$ cat src/rtl/pwm_pkg.sv
// Shared constants and channel-mode decode for the PWM output block.
package pwm_pkg;

  localparam int unsigned PWM_CNT_W = 8;
  localparam int unsigned NUM_CH    = 16;
  localparam logic [PWM_CNT_W-1:0] DUTY_FULL = 8'hFF;

  typedef enum logic [1:0] {CH_OFF, CH_STATIC, CH_PWM} ch_mode_e;

  function automatic ch_mode_e ch_mode(input logic en_out, input logic en_pwm);
    ch_mode_e mode;
    if (!en_out) begin
      mode = CH_OFF;
    end else if (!en_pwm) begin
      mode = CH_STATIC;
    end else begin
      mode = CH_PWM;
    end
    return mode;
  endfunction

endpackage

$ cat src/rtl/pwm_timebase.sv
// PWM timebase: prescaler producing one tick per CLK_DIV clocks, and an 8-bit
// period counter whose 255->0 wrap marks the period boundary.
module pwm_timebase
  import pwm_pkg::*;
#(
  parameter int unsigned CLK_DIV = 3000,
  parameter int unsigned PRESC_W = 16
) (
  input  logic                 clk,
  input  logic                 rst_n,
  output logic                 tick,
  output logic [PWM_CNT_W-1:0] pwm_cnt,
  output logic                 boundary
);

  localparam logic [PRESC_W-1:0] PRESC_MAX = PRESC_W'(CLK_DIV - 1);

  logic [PRESC_W-1:0]   presc_q, presc_d;
  logic [PWM_CNT_W-1:0] cnt_q, cnt_d;

  always_comb begin
    tick     = (presc_q == PRESC_MAX);
    boundary = tick && (cnt_q == '1);
    presc_d  = tick ? '0 : presc_q + 1'b1;
    // Counter wraps naturally from 255 to 0 on the boundary tick.
    cnt_d    = tick ? cnt_q + 1'b1 : cnt_q;
  end

  always_ff @(posedge clk or negedge rst_n) begin
    if (!rst_n) begin
      presc_q <= '0;
      cnt_q   <= '0;
    end else begin
      presc_q <= presc_d;
      cnt_q   <= cnt_d;
    end
  end

  assign pwm_cnt = cnt_q;

endmodule

$ cat src/rtl/pwm_controller.sv
// 16-channel PWM output stage with boundary-aligned duty updates.
// Define PWM_DUTY_RAMP_EN to slew duty_active one step per period toward the target.
module pwm_controller
  import pwm_pkg::*;
#(
  parameter int unsigned CLK_DIV = 3000,
  parameter int unsigned PRESC_W = 16
) (
  input  logic                 clk,
  input  logic                 rst_n,
  input  logic [7:0]           en_reg_out_7_0,
  input  logic [7:0]           en_reg_out_15_8,
  input  logic [7:0]           en_reg_pwm_7_0,
  input  logic [7:0]           en_reg_pwm_15_8,
  input  logic [7:0]           pwm_duty_cycle,
  output logic [NUM_CH-1:0]    out,
  output logic                 period_start,
  output logic [PWM_CNT_W-1:0] duty_active
);

  logic [NUM_CH-1:0]    en_out, en_pwm;
  logic                 tick, boundary, load_duty, pwm_hi;
  logic [PWM_CNT_W-1:0] pwm_cnt;
  logic [PWM_CNT_W-1:0] duty_q, duty_d;
  logic [NUM_CH-1:0]    out_q, out_d;
  logic                 period_start_q;

  assign en_out = {en_reg_out_15_8, en_reg_out_7_0};
  assign en_pwm = {en_reg_pwm_15_8, en_reg_pwm_7_0};

  pwm_timebase #(
    .CLK_DIV (CLK_DIV),
    .PRESC_W (PRESC_W)
  ) u_timebase (
    .clk      (clk),
    .rst_n    (rst_n),
    .tick     (tick),
    .pwm_cnt  (pwm_cnt),
    .boundary (boundary)
  );

  assign load_duty = tick && boundary;

  always_comb begin
    duty_d = duty_q;
`ifdef PWM_DUTY_RAMP_EN
    if (load_duty) begin
      if (duty_q < pwm_duty_cycle) begin
        duty_d = duty_q + 1'b1;
      end else if (duty_q > pwm_duty_cycle) begin
        duty_d = duty_q - 1'b1;
      end
    end
`else
    if (load_duty) begin
      duty_d = pwm_duty_cycle;
    end
`endif
  end

  // 0xFF is saturated high so the waveform does not drop for the cnt==255 tick.
  assign pwm_hi = (duty_q == DUTY_FULL) || (pwm_cnt < duty_q);

  always_comb begin
    out_d = '0;
    for (int i = 0; i < NUM_CH; i++) begin
      unique case (ch_mode(en_out[i], en_pwm[i]))
        CH_OFF:    out_d[i] = 1'b0;
        CH_STATIC: out_d[i] = 1'b1;
        CH_PWM:    out_d[i] = pwm_hi;
        default:   out_d[i] = 1'b0;
      endcase
    end
  end

  always_ff @(posedge clk or negedge rst_n) begin
    if (!rst_n) begin
      duty_q         <= '0;
      out_q          <= '0;
      period_start_q <= 1'b0;
    end else begin
      duty_q         <= duty_d;
      out_q          <= out_d;
      period_start_q <= load_duty;
    end
  end

  assign out          = out_q;
  assign period_start = period_start_q;
  assign duty_active  = duty_q;

endmodule

$ cat config.mk
export PLATFORM = sky130hd
export DESIGN_NAME = pwm_controller
export DESIGN_NICKNAME = d
export VERILOG_FILES = /design/src/rtl/pwm_pkg.sv /design/src/rtl/pwm_timebase.sv /design/src/rtl/pwm_controller.sv
export SDC_FILE = /design/constraint.sdc
export NUM_CORES = 1
export LEC_CHECK = 0
export ABC_AREA = 1
export CELL_PAD_IN_SITES_DETAIL_PLACEMENT = 1
export CELL_PAD_IN_SITES_GLOBAL_PLACEMENT = 2
export CORE_MARGIN = 2
export CORE_UTILIZATION = 30
export CTS_CLUSTER_SIZE = 16
export DETAILED_ROUTE_END_ITERATION = 7
export PLACE_DENSITY_LB_ADDON = 0.1
export SKIP_CTS_REPAIR_TIMING = 1
export SYNTH_ARGS = -nofsm -noshare
export SYNTH_HDL_FRONTEND = slang
export SYNTH_SLANG_ARGS = --single-unit
$ cat constraint.sdc
create_clock -name clk -period 3.6 [get_ports clk]
set_input_delay 0.36 -clock clk [delete_from_list [all_inputs] [get_ports clk]]
set_output_delay 0.36 -clock clk [all_outputs]
set_load 0.005 [all_outputs]
* Word level (Yosys, flattened, before mapping)
Index checks and enable logic that the tools add are counted.
** Word-level totals
- Input bits :: 42
- Logic and storage cells :: 95
- Output and inout bits :: 25
- Register bits after elaboration :: 49
** Operators by class
- Equal/unequal tests :: 35
- Multiplexer cells :: 49
- $lt $le $gt $ge :: 1
- Add/sub/neg operators :: 2
- Reductions and logical operators :: 3
** Operators by type and width (number)
- two-way mux 2 bit :: 32
- equality test 2 x 1 -> 1 bit (second input constant) :: 16
- equality test 2 bit (second input constant) :: 16
- case mux 1 bit (2 select lines) :: 16
- adder 16 x 1 -> 16 bit (second input constant) :: 1
- equality test 16 x 12 -> 1 bit (second input constant) :: 1
- equality test 8 bit (second input constant) :: 2
- two-way mux 16 bit :: 1
- adder 8 x 1 -> 8 bit (second input constant) :: 1
- < comparator 8 bit :: 1
- logical AND 1 bit :: 2
- logical OR 1 bit :: 1

* Depth between registers and ports, before layout
Gate-level depths: netlist of run 1.
- Depth after elaboration :: 4
- Mapped depth :: 12
- Mapped depth without buffers :: 11

* By module
From an unflattened synthesis of run 1, not the netlist that was laid out.
** Unflattened totals
- Cells, all modules :: 372
- Area, all modules :: 2711.4 um^2
** By module, submodules not included
- pwm_timebase :: cells each 193, seq. area each 600.6 um^2, area an instance 1410.1 um^2, instances 1
- pwm_controller :: cells each 179, seq. area each 625.6 um^2, area an instance 1301.2 um^2, instances 1

* Least setup slack after synthesis of run 1
No wires, ideal clock.
- Kind :: register to register
- From :: register duty_q[5] (netlist: duty_active[5])
- To :: register out_q[10] (netlist: out[10])
- Clock period less this slack :: 1536 ps
- Buffers on the path :: 1
- Cell stages (with the launch flop) :: 11
- Setup time :: 65 ps
- Data arrival time :: 1471 ps
- Slack :: 2064 ps
- Required time :: 3535 ps
- Cell sequence :: dfrtp_1 > inv_1 > ha_1 > a21oi_1 > nor2_1 > nor3_1 > nand2_1 > nand2_1 > buf_4 > nand2_1 > nand2_1
** Between the ends
- Cells in the longest elaborated chain, start to end :: 3
- Elaborated cells on any way between the ends :: 4
- Those cells by class :: order compare (1); eq/ne (1); mux (1); reduce/logical (1)
** Ends and longest elaborated chain
- start: declaration :: RTL line pwm_controller.sv:24 : logic [PWM_CNT_W-1:0] duty_q, duty_d;
- start signal: assignment :: RTL line pwm_controller.sv:82 : duty_q <= duty_d;
- < comparator 8 bit / equality test 8 bit (equally long branches) :: RTL line pwm_controller.sv:62 : assign pwm_hi = (duty_q == DUTY_FULL) || (pwm_cnt < duty_q);
- logical OR 1 bit (*) :: RTL line pwm_controller.sv:62
- case mux 1 bit (2 select lines) (*) :: RTL line pwm_controller.sv:67 : unique case (ch_mode(en_out[i], en_pwm[i]))
- named net out_d[10] :: RTL line pwm_controller.sv:25 : logic [NUM_CH-1:0] out_q, out_d;
- end signal: assignment :: RTL line pwm_controller.sv:83 : out_q <= out_d;
- end: declaration :: RTL line pwm_controller.sv:25
Mark *: on every way through the listed nets, which the timed path passes. The rest lies on a longest branch.
A chain may end at the register's enable or synchronous reset.

* Final worst setup path of run 1
Same ends and word-level chain as after synthesis.

==> results.cfg, run 1 <==
[status]
status = finished clean

[worst_setup_path]
crit_path_frequent_cell = nand2_1
worstPathRequired_ns = 3.84
setup.worst_path.class = reg -> reg
start_kind = flip-flop
slowest_delay_ns = 0.43
path_cells = inv_1 -> ha_1 -> a21oi_1 -> nor2_1 -> nor3_1 -> nand2_1 -> nand2_1 -> nand2_1 -> nand2_1
critPathMaxFanout = 16
cp.arrival_ns = 2.09
r2r_setup_slack_ns = 1.76
worstSetupEndpointType = flip-flop
cp_slowest_cell = nand2_1

[clock_network]
root_buffer = clkbuf_8
cts.sinks = 49
htreeDepth = 2
cts_tree = done
clockBufferDepth = 2
clk_pin_slew_ns = 0.09
numCtsBuffers = 5
clock_latency_ns = 0.30

[cells_and_area]
seq_area_mm2 = 0.00123
drive_gt1_frac = 0.0618
final_common_cell = nand2_1
nets = 471
stdcell_area_mm2 = 0.00354
diodes = 0
final_cell_mix = nand2_1 (129), inv_1 (66), clkdlybuf4s50_1 (65)
finalNonFillerCells = 529
fin_util = 0.408
fillerInstances = 1105
syn_to_final_growth_pct = 32.9
multiInputGateArea_mm2 = 0.00113

[logic_synthesis]
syn_nets = 400
synthesis.instances = 349
ys_types = 26
synth_seq_cells = 49
yosys.area.top_type_share = 0.460
ys_warn_count = 0
synthesis.area_mm2 = 0.00267
ys_seq_area_frac = 0.460
avgSynthCellArea_um2 = 7.64
synth_area_leaders = dfrtp_1 (46%), nand2_1 (18%), inv_1 (9.3%)
synth_top_area_cell = dfrtp_1

[floorplan]
start_util = 0.307
die_height_um = 98.3
die-area_mm2 = 0.00965
die_w_um = 98.3
num_io_pins = 67
rows = 34
design.core.area_mm2 = 0.00868

[sta]
hold_viol = 0
min_period_ns = 1.84
holdWs_ns = 0.00709
setup_slack_ns = 1.76
max_freq_mhz = 543
setup_viol = 0
rsz0062_at_grt = false
period_share = 0.512
slew_headroom = 0.551
drv_slew = 0
finalClockSkew_ns = 0.00673
tightest_slew_ns = 0.668
fin_setup_tns_ns = 0

[placement]
pre_cts_slack_ns = 1.71
io_buffers = 66
place_area_mm2 = 0.00342
place.gp.congestion = 0.801
place_inst = 521
hpwlAfterDp_um = 5020

[power]
irDropWorstVdd_uv = 141
p_leak_nw = 1.96
p_per_area_mw_per_mm2 = 309
p_total_mw = 1.10

[route]
post_drt_via_cell_ratio = 4.35
wire_per_inst_um = 12.0
wirelength_um = 6340
drcViolationCount = 0
drtAntennaViolNets = 0
vias = 2301
dr.pass1.iters = 4
drtIter0Drc = 52

[global_route]
met2_usage = 0.231
grt-ovfl-total = 0
grt_use_met3 = 0.0472
use_met1 = 0.181
antenna_found_initial = 0
grt_pass1_vias = 2373
busiest_layer = met2
grt_pass1_wl_um = 11200
grtUsageTotal = 0.142
grt_max_degree = 30

[hold_path]
holdCritPathClass = in -> async

[run]
cap_violations = 0
cell usage after synthesis:
cell	instances
inv_6	1
nand2_4	2
inv_2	2
nor3_2	2
nand3b_1	1
ha_1	9
nor2_2	3
buf_8	1
nor4_4	1
buf_12	1
nand2_1	129
nand3_1	17
buf_4	1
nand3_2	1
nor3_1	13
nor3_4	1
nand4_1	3
xor2_1	9
nor4_1	1
a21oi_1	6
o21ai_0	4
dfrtp_1	49
nor2_1	21
nand2_2	3
inv_1	66
xnor2_1	2
kinds of logic (layout without fill, tap and decap cells):
family,count (synthesis),count (layout),share of synthesized area
xor+xnor,11,11,0.0362
compound gates,10,10,0.0188
flops,49,49,0.460
buf+inv,72,144,0.115
simple gates,198,198,0.328
fa+ha+maj,9,9,0.0423
report_power, final:
part | switching [mW] | internal, mW | total (mW)
Sequential | 0.00434 | 0.563 | 0.568
Combinational | 0.0430 | 0.0723 | 0.115
Clock | 0.186 | 0.226 | 0.412
path summary, 6_finish.rpt:
check	startpoint	to	cells past startpoint
setup / recovery	duty_active[5]	out[10]	9
hold / removal	rst_n	u_timebase.presc_q[12]	1
setup reg to reg	duty_active[5]	out[10]	9
hold reg to reg	u_timebase.presc_q[0]	u_timebase.presc_q[0]	1
max in group asynchronous	rst_n	duty_active[6]	2
min in group clk	u_timebase.presc_q[0]	u_timebase.presc_q[0]	1
per-layer routing:
layer | vias up | wire (um)
met2 | 50 | 2870
met1 | 1051 | 2970
met5 | - | 0
li1 | 1193 | -
met4 | 0 | 83
met3 | 7 | 416
sequential cells by signal, summed over array words and instances, names as in the netlist:
register            count
u_timebase.pwm_cnt      8
duty_active             8
period_start            1
u_timebase.presc_q     16
out                    16
worst max-delay path: cells and delay by family, from the launching register on:
family,cells,cell delay (ns)
buf+inv,1,0.07
simple gates,6,0.87
compound gates,1,0.15
fa+ha+maj,1,0.31
flops,1,0.38
area by class of cell:
type	instances	share of cell area
Inverter	69	0.0746
Clock buffer	6	0.0233
Clock inverter	2	0.0106
Sequential cell	49	0.346
Multi-Input combinational cell	228	0.320
Tap cell	108	0.0382
Timing Repair Buffer	67	0.187
Power figures use the tool's default switching activity.
==> run 2: changes to the inputs <==
--- a/config.mk
+++ b/config.mk
@@ -9,7 +9,7 @@
 export CELL_PAD_IN_SITES_DETAIL_PLACEMENT = 1
 export CELL_PAD_IN_SITES_GLOBAL_PLACEMENT = 2
 export CORE_MARGIN = 2
-export CORE_UTILIZATION = 30
+export CORE_UTILIZATION = 25
 export CTS_CLUSTER_SIZE = 16
 export DETAILED_ROUTE_END_ITERATION = 7
 export PLACE_DENSITY_LB_ADDON = 0.1
==> constraint.sdc (replaced) <==
create_clock -name clk -period 1.5 [get_ports clk]
set_input_delay 0.15 -clock clk [delete_from_list [all_inputs] [get_ports clk]]
set_output_delay 0.15 -clock clk [all_outputs]
set_load 0.005 [all_outputs]
==> results.cfg, run 2 (synthesis gave the netlist of run 1 again) <==
[status]
status = finished with violations
violations = setup timing

[run]
cap_violations = 0

[power]
p_per_area_mw_per_mm2 = 590
p_leak_nw = 2.22
p_total_mw = 2.45
irDropWorstVdd_uv = 302

[sta]
hold_viol = 0
min_period_ns = 1.56
drv_slew = 0
fin_setup_tns_ns = -0.636
tightest_slew_ns = 0.269
rsz0062_at_grt = true
period_share = 1.04
setup_viol = 16
max_freq_mhz = 643
holdWs_ns = 0.353
finalClockSkew_ns = 0.0112
setup_slack_ns = -0.0559
slew_headroom = 0.819

[placement]
io_buffers = 66
place.gp.congestion = 0.732
hpwlAfterDp_um = 5400
pre_cts_slack_ns = -0.0541

[worst_setup_path]
rr_worst_depth = 10
critPathMaxFanout = 8
critPathCapture = out[11]
crit_path_frequent_cell = nand2_1
r2r_setup_slack_ns = -0.06
crit_path_start = duty_active[5]
worstPathRequired_ns = 1.75
r2r_start = duty_active[5]
slowest_delay_ns = 0.41
cp.arrival_ns = 1.80
worstSetupEndpointType = flip-flop
start_kind = flip-flop
path_cells = inv_2 -> ha_4 -> a21oi_2 -> nor2_1 -> nor3_1 -> nand2_1 -> nand2_2 -> clkbuf_16 -> nand2_1 -> nand2_1
cp_slowest_cell = dfrtp_1
setup.worst_path.class = reg -> reg
r2r-end = out[11]

[floorplan]
die_height_um = 107
start_util = 0.258
num_io_pins = 67
die-area_mm2 = 0.0115
rows = 37
design.core.area_mm2 = 0.0103
die_w_um = 107

[cells_and_area]
syn_to_final_growth_pct = 55.9
final_cell_mix = nand2_1 (113), inv_1 (63), clkdlybuf4s50_1 (62)
drive_gt1_frac = 0.226
diodes = 0
nets = 515
final_common_cell = nand2_1
fillerInstances = 1245

[route]
dr.pass1.iters = 4
drtIter0Drc = 42
vias = 2450
post_drt_via_cell_ratio = 4.08
drcViolationCount = 0
drtAntennaViolNets = 0
wirelength_um = 7310
wire_per_inst_um = 12.2

[global_route]
grt_pass1_wl_um = 11500
grtUsageTotal = 0.125
grt-ovfl-total = 0
grt_max_degree = 50
grt_pass1_vias = 2435
antenna_found_initial = 0

[clock_network]
clk_pin_slew_ns = 0.10
htreeDepth = 2
clock_latency_ns = 0.31
cts.sinks = 49
root_buffer = clkbuf_8
clockBufferDepth = 2
numCtsBuffers = 5
cts_tree = done

[hold_path]
holdCritPathClass = in -> async
run 2: cell type report:
cell class,instances,area (um^2),share of cell area
multi-input cells,228,1310,0.316
flip-flops and latches,49,1230,0.295
repair buffers,111,1090,0.263
inverters,69,267,0.0641
well taps,136,170,0.0410
clock buffers,5,68.8,0.0166
clock inverters,3,17.5,0.00422
run 2: critical path, delay by kind of cell, from the launching register on:
kind,cells,cell delay (ns)
and+or+nand+nor,6,0.52
DFF,1,0.41
buffers and inverters,2,0.25
adders and majority gates,1,0.20
AOI/OAI and AO/OA,1,0.12
run 2: per-stage QoR:
step	instance area (um^2)	std cells	utilization
global placement	3750	581	0.363
CTS	3830	589	0.371
detailed placement	3750	581	0.363
global route	4160	601	0.402
finish	4160	601	0.402
floorplan	2670	349	-
run 2: metal layers:
| metal | vias up | track usage | wire length (um) |
|---|---|---|---|
| li1 | 1278 | - | - |
| met1 | 1120 | 0.167 | 3400 |
| met2 | 47 | 0.198 | 3410 |
| met3 | 5 | 0.0406 | 437 |
| met4 | 0 | 0.0306 | 59 |
| met5 | - | 0 | 0 |
run 2: how the worst min path moves through the flow:
stage | end | slack, ns | cells after the start
final | u_timebase.presc_q[10] | 0.35 | 3
after global routing | u_timebase.presc_q[10] | 0.37 | 3
after CTS | u_timebase.presc_q[10] | -0.17 | 2
after detailed placement | u_timebase.presc_q[10] | 0.17 | 2
after global placement | u_timebase.presc_q[14] | 0.17 | 2
after floorplan | duty_active[0] | -0.15 | 0
run 2: power breakdown:
part	switching [mW]	internal (mW)	leakage [nW]	total, mW
Clock	0.476	0.324	0.0439	0.800
Sequential	0.00934	1.35	0.597	1.36
Combinational	0.108	0.182	1.58	0.290
Total	0.593	1.86	2.22	2.45
